### src/rtl/ifu_pkg.sv
// Shared definitions for the instruction fetch unit: the NOP word, tracker
// state encodings and the word-alignment helper.
package ifu_pkg;

    localparam logic [31:0] INST_NOP = 32'h0000_0013;

    typedef enum logic [1:0] {
        IFU_RUN  = 2'd0,
        IFU_WAIT = 2'd1,
        IFU_DROP = 2'd2
    } ifu_state_e;

    function automatic logic [31:0] word_align(input logic [31:0] a);
        return a & 32'hFFFF_FFFC;
    endfunction

endpackage

### src/rtl/ifu_fifo.sv
// In-order instruction queue with flush; the head entry is read straight from
// the storage array, so a word written on edge N is visible in cycle N+1.
module ifu_fifo #(
    parameter int WIDTH = 64,
    parameter int DEPTH = 4
) (
    input  logic                     clk,
    input  logic                     rst_n,
    input  logic                     i_flush,
    input  logic                     i_push,
    input  logic [WIDTH-1:0]         i_wdata,
    input  logic                     i_pop,
    output logic [WIDTH-1:0]         o_rdata,
    output logic [$clog2(DEPTH):0]   o_count
);

    localparam int AW = $clog2(DEPTH);
    localparam int CW = AW + 1;

    logic [AW-1:0]    r_wptr;
    logic [AW-1:0]    r_rptr;
    logic [CW-1:0]    r_count;
    logic [WIDTH-1:0] r_mem [DEPTH];

    always_ff @(posedge clk or negedge rst_n) begin
        if (!rst_n) begin
            r_wptr  <= '0;
            r_rptr  <= '0;
            r_count <= '0;
        end else if (i_flush) begin
            r_wptr  <= '0;
            r_rptr  <= '0;
            r_count <= '0;
        end else begin
            if (i_push)
                r_wptr <= r_wptr + AW'(1);
            if (i_pop)
                r_rptr <= r_rptr + AW'(1);
            r_count <= r_count + CW'(i_push) - CW'(i_pop);
        end
    end

    // Storage carries no reset; the empty case is masked at the top level.
    always_ff @(posedge clk) begin
        if (i_push && !i_flush)
            r_mem[r_wptr] <= i_wdata;
    end

    assign o_rdata = r_mem[r_rptr];
    assign o_count = r_count;

endmodule

### src/rtl/ifu.sv
// Instruction fetch unit: PC generation, single-outstanding request tracking
// against instruction memory, and an in-order queue feeding the if_id stage.
module ifu
    import ifu_pkg::*;
#(
    parameter logic [31:0] RESET_PC   = 32'h0000_0000,
    parameter int          FIFO_DEPTH = 4
) (
    input  logic        clk,
    input  logic        rst_n,
    input  logic        jump_en_i,
    input  logic [31:0] jump_addr_i,
    output logic        imem_req_o,
    output logic [31:0] imem_addr_o,
    input  logic        imem_gnt_i,
    input  logic        imem_rvalid_i,
    input  logic [31:0] imem_rdata_i,
    output logic        inst_valid_o,
    input  logic        inst_ready_i,
    output logic [31:0] inst_o,
    output logic [31:0] inst_addr_o
);

    localparam int CW = $clog2(FIFO_DEPTH) + 1;

    ifu_state_e    r_state;
    logic [31:0]   r_pc;
    logic [31:0]   r_req_addr;

    logic [CW-1:0] w_count;
    logic [CW:0]   w_occ;
    logic          w_req;
    logic          w_grant;
    logic          w_push;
    logic          w_pop;
    logic          w_empty;
    logic [63:0]   w_head;

    // Occupancy includes the response still in flight so a push never hits a full queue.
    assign w_occ   = {1'b0, w_count} + (CW+1)'(r_state == IFU_WAIT);
    assign w_req   = rst_n && !jump_en_i
                     && (r_state == IFU_RUN || imem_rvalid_i)
                     && (w_occ < (CW+1)'(FIFO_DEPTH));
    assign w_grant = w_req && imem_gnt_i;
    assign w_push  = imem_rvalid_i && (r_state == IFU_WAIT) && !jump_en_i;

    assign imem_req_o  = w_req;
    assign imem_addr_o = r_pc;

    assign w_empty      = (w_count == '0);
    assign inst_valid_o = !w_empty && !jump_en_i;
    assign w_pop        = inst_valid_o && inst_ready_i;
    assign inst_o       = w_empty ? INST_NOP : w_head[63:32];
    assign inst_addr_o  = w_empty ? 32'h0 : w_head[31:0];

    always_ff @(posedge clk or negedge rst_n) begin
        if (!rst_n) begin
            r_state    <= IFU_RUN;
            r_pc       <= RESET_PC;
            r_req_addr <= '0;
        end else begin
            if (jump_en_i)
                r_pc <= word_align(jump_addr_i);
            else if (w_grant)
                r_pc <= r_pc + 32'd4;

            if (w_grant)
                r_req_addr <= r_pc;

            // A fresh grant always defines the tracked response; otherwise a
            // returning response frees the tracker and a redirect poisons it.
            if (w_grant)
                r_state <= jump_en_i ? IFU_DROP : IFU_WAIT;
            else if (imem_rvalid_i && r_state != IFU_RUN)
                r_state <= IFU_RUN;
            else if (jump_en_i && r_state != IFU_RUN)
                r_state <= IFU_DROP;
        end
    end

    ifu_fifo #(
        .WIDTH (64),
        .DEPTH (FIFO_DEPTH)
    ) u_fifo (
        .clk     (clk),
        .rst_n   (rst_n),
        .i_flush (jump_en_i),
        .i_push  (w_push),
        .i_wdata ({imem_rdata_i, r_req_addr}),
        .i_pop   (w_pop),
        .o_rdata (w_head),
        .o_count (w_count)
    );

endmodule

### config.mk
export PLATFORM = sky130hd
export DESIGN_NAME = ifu
export DESIGN_NICKNAME = d
export VERILOG_FILES = /design/src/rtl/ifu_pkg.sv /design/src/rtl/ifu_fifo.sv /design/src/rtl/ifu.sv
export SDC_FILE = /design/constraint.sdc
export NUM_CORES = 1
export LEC_CHECK = 0
export CORE_MARGIN = 5
export CORE_UTILIZATION = 55
export CTS_CLUSTER_DIAMETER = 120
export DETAILED_ROUTE_END_ITERATION = 12
export PLACE_DENSITY = 0.76
export SLEW_MARGIN = 40
export SYNTH_ARGS = -nofsm -noshare
export SYNTH_HDL_FRONTEND = slang
export SYNTH_SLANG_ARGS = --single-unit
### constraint.sdc
create_clock -name clk -period 3.7 [get_ports clk]
set_input_delay 0.555 -clock clk [delete_from_list [all_inputs] [get_ports clk]]
set_output_delay 0.555 -clock clk [all_outputs]
set_load 0.05 [all_outputs]
==> results.md <==
* Period utilization at 94.1%
* Synth unique cells at 60
* Root Driver: clkbuf_16
* Post-layout min period at 3.48 ns
* Syn_area_per_cell at 16.4 sq um
* WL/cell at 20.6 um
* Vias per std cell at 5.57
* Comb power frac at 30.3%
* Status: complete, no violations
* PD cells at 668 nW/um^2
* NetSw at 3.59 mW
* Setup total negative slack at 0 ns
* IO Count at 168
* Mapped Cells at 790
* ANT nets after route at 0
* Core Area at 23300 sq um
* Starting DRT DRC Count at 473
* WL final at 26900 um
* Leakage at 5.58 nW
* Main synth FF type: edfxtp_1
* Register area share after synthesis at 70.7%
* Achievable Freq at 287 MHz
* Seq cells post-synth at 317
* Post-synth EDFFs at 248
* Cell-internal power at 7.13 mW
* Clk slew on worst S/H paths at 0.06 ns
* First-pass GRT wire length at 42500 um
* Die Area at 26800 sq um
* Syn Std Cell Area at 13000 sq um
* Final Hold Vio Count at 0
* Sw frac at 33.5%
* Critical Path Fanout Max at 21
* Worst-Skew Late Latency at 0.55 ns
* Synth-to-layout area growth at 23.5%
* Final setup viols at 0
* GRT Total Usage at 20.5%
* Overall Power at 10.7 mW
* Starting density of the core at 55.6%
* Critical Path RT at 3.14 ns
* Unrepaired setup endpoints after global routing: no
* Total Nets Final at 1046
* Synth async-reset ratio at 21.8%
* Std cell rows at 56
* Hpwl dp at 17200 um
* Clock group share of total power at 27.5%
* Worst IR drop on VDD at 0.399 mV
* Drt first pass iters at 5
* Min-delay worst type: in2async
* Max Root-Sink Buffers at 3
* RD Place Congestion at 0.831
* Largest net degree at the start of global routing at 48
* CTS buffer count at 31
* Die height at 164 um
* Vias in the first global route at 7592
* DR DRC count at 0
* Max-Cap Viols at 0
* Syn. warnings at 0
* Slew HR at 45.6%
* CTS tree: yes
* PortBufs at 161
* N_diodes at 0
* Slew Limit Fails at 0
* Layout cells sized above 1 at 15.7%
* CP Launch Type: flip-flop
* Vias at 7302
* Skew final at 0.0143 ns
* Clock Sinks at 317
* Finished Core Util at 68.7%
* Critical path type: reg2out
* Tightest Pin Transition at 0.812 ns
* Die W at 164 um
* Critical path capture point type: primary output
* H-Tree Depth at 1
* Worst Path Arrival at 2.93 ns
* Initial antenna violation count at 3
* Sequential share of power at 42.2%
* Total gr overflow at 0
-- metrics by stage --
step	hold WS, ns	instances	instance area [sq um]	setup slack, ns
3_5_place_dp	0.489	1252	15100	0.698
2_1_floorplan	0.259	793	13000	0.622
3_3_place_gp	0.486	1252	15100	0.726
4_1_cts	0.442	1310	16000	0.141
5_1_grt	0.478	1310	16000	0.0622
6_report	0.452	1310	16000	0.218
-- worst max-delay path, cell delays in order, from the launching register on --
cell and delay, ns:
dfrtp_4 0.64, buf_12 0.27, mux4_2 0.58, and2_1 0.18, clkdlybuf4s50_1 0.69
-- placed cells by master, fill, tap and decap left out, types with 5 or more instances in the layout --
cell             netlist  final
clkbuf_16              0     31
nand2_1              122    122
mux4_2                62     62
ha_1                   8      8
inv_1                  8      8
o2111ai_1              7      7
clkinv_2               0      7
clkbuf_1              20      5
o21ai_0               19     19
xnor2_1                8      8
nor2_1                20     20
clkinv_1               1      9
a31oi_1                5      5
clkdlybuf4s50_1        0    159
dfrtp_1               69     67
and2_1                67     63
xor2_1                 9      9
buf_12                 0      6
o31ai_1                6      6
edfxtp_1             248    248
buf_4                  7     17
nand3_1                9      9
-- path summary, 6_finish.rpt --
path / from / end / slack, ns / cells after the start
min in group clk: r_req_addr[18] / u_fifo.r_mem[1][18] / 0.52 / 0
hold / removal: rst_n / r_state[1] / 0.45 / 2
hold reg to reg: r_req_addr[18] / u_fifo.r_mem[1][18] / 0.52 / 0
setup reg to reg: u_fifo.o_count[2] / imem_addr_o[24] / 1.04 / 7
max in group asynchronous: rst_n / u_fifo.r_rptr[1] / 2.24 / 3
setup / recovery: u_fifo.r_rptr[0] / inst_addr_o[13] / 0.22 / 4
-- registers in the layout, summed over array words and instances (netlist names) --
name / cells
r_req_addr: 30
u_fifo.r_rptr: 2
u_fifo.r_wptr: 2
imem_addr_o: 30
u_fifo.r_mem: 248
u_fifo.o_count: 3
r_state: 2
-- routing by layer --
layer  vias to the layer above  GRT usage, %  routed length (um)  part of all wire (%)
met4                         6          4.23                 377                   1.4
met2                       233          33.5               13200                    49
met5                         -             0                  37                  0.14
met3                        34          5.00                1950                   7.3
li1                       3357             -                   -                     -
met1                      3672          28.7               11300                    42
-- synthesized netlist by cell type, drive strengths merged, types with 4 or more instances --
library cell	n	area share [%]
nor2b	4	0.19
nand2	122	3.5
ha	8	0.77
mux4	62	11
nor2	20	0.58
inv	8	0.23
and3	4	0.19
o21ai	20	0.86
xnor2	8	0.54
o311ai	4	0.27
or3	6	0.33
xor2	9	0.61
o31ai	6	0.35
a31oi	5	0.24
dfrtp	69	13
nor4	4	0.42
nand3	10	0.42
nor3	6	0.32
and2	67	3.2
a211oi	4	0.27
nand4	4	0.31
clkbuf	20	0.58
buf	23	0.99
edfxtp	248	57
o2111ai	7	0.47
-- logic make-up (layout without fill, tap and decap cells) --
kind of cell	Yosys count	after routing	share of synthesized area, %
fa+ha+maj	9	9	0.925
buf+inv	52	250	1.83
simple gates	262	262	10.5
xor+xnor	17	17	1.15
other cells	1	4	0.0289
compound gates	64	64	3.69
flops	317	317	70.7
mux	68	68	11.2
-- cell type report --
| class | count | area (sq um) |
|---|---|---|
| Timing Repair Buffer | 184 | 1850 |
| Fill cell | 1618 | 7290 |
| Sequential cell | 317 | 9180 |
| Clock inverter | 21 | 160 |
| Tap cell | 319 | 399 |
| Multi-Input combinational cell | 424 | 3620 |
| Clock buffer | 36 | 795 |
| Inverter | 9 | 33.8 |
-- repair_timing --
action                     CTS  global route
setup endpoints to repair    0             0
setup buffers                0             0
resized for setup            0             0
hold endpoints to repair    22             0
hold buffers                 1             0
-- power by group through the flow --
| stage | sequential, mW | combinational, mW | clock [mW] |
|---|---|---|---|
| 6_report | 4.52 | 3.25 | 2.95 |
| 2_1_floorplan | 4.57 | 2.16 | 0 |
| 4_1_cts | 4.52 | 3.30 | 3.03 |
| 3_3_place_gp | 4.57 | 3.26 | 0 |
| 5_1_grt | 4.56 | 3.46 | 3.16 |
| 3_5_place_dp | 4.59 | 3.29 | 0 |
No activity file was read; power rests on OpenSTA's default activity.
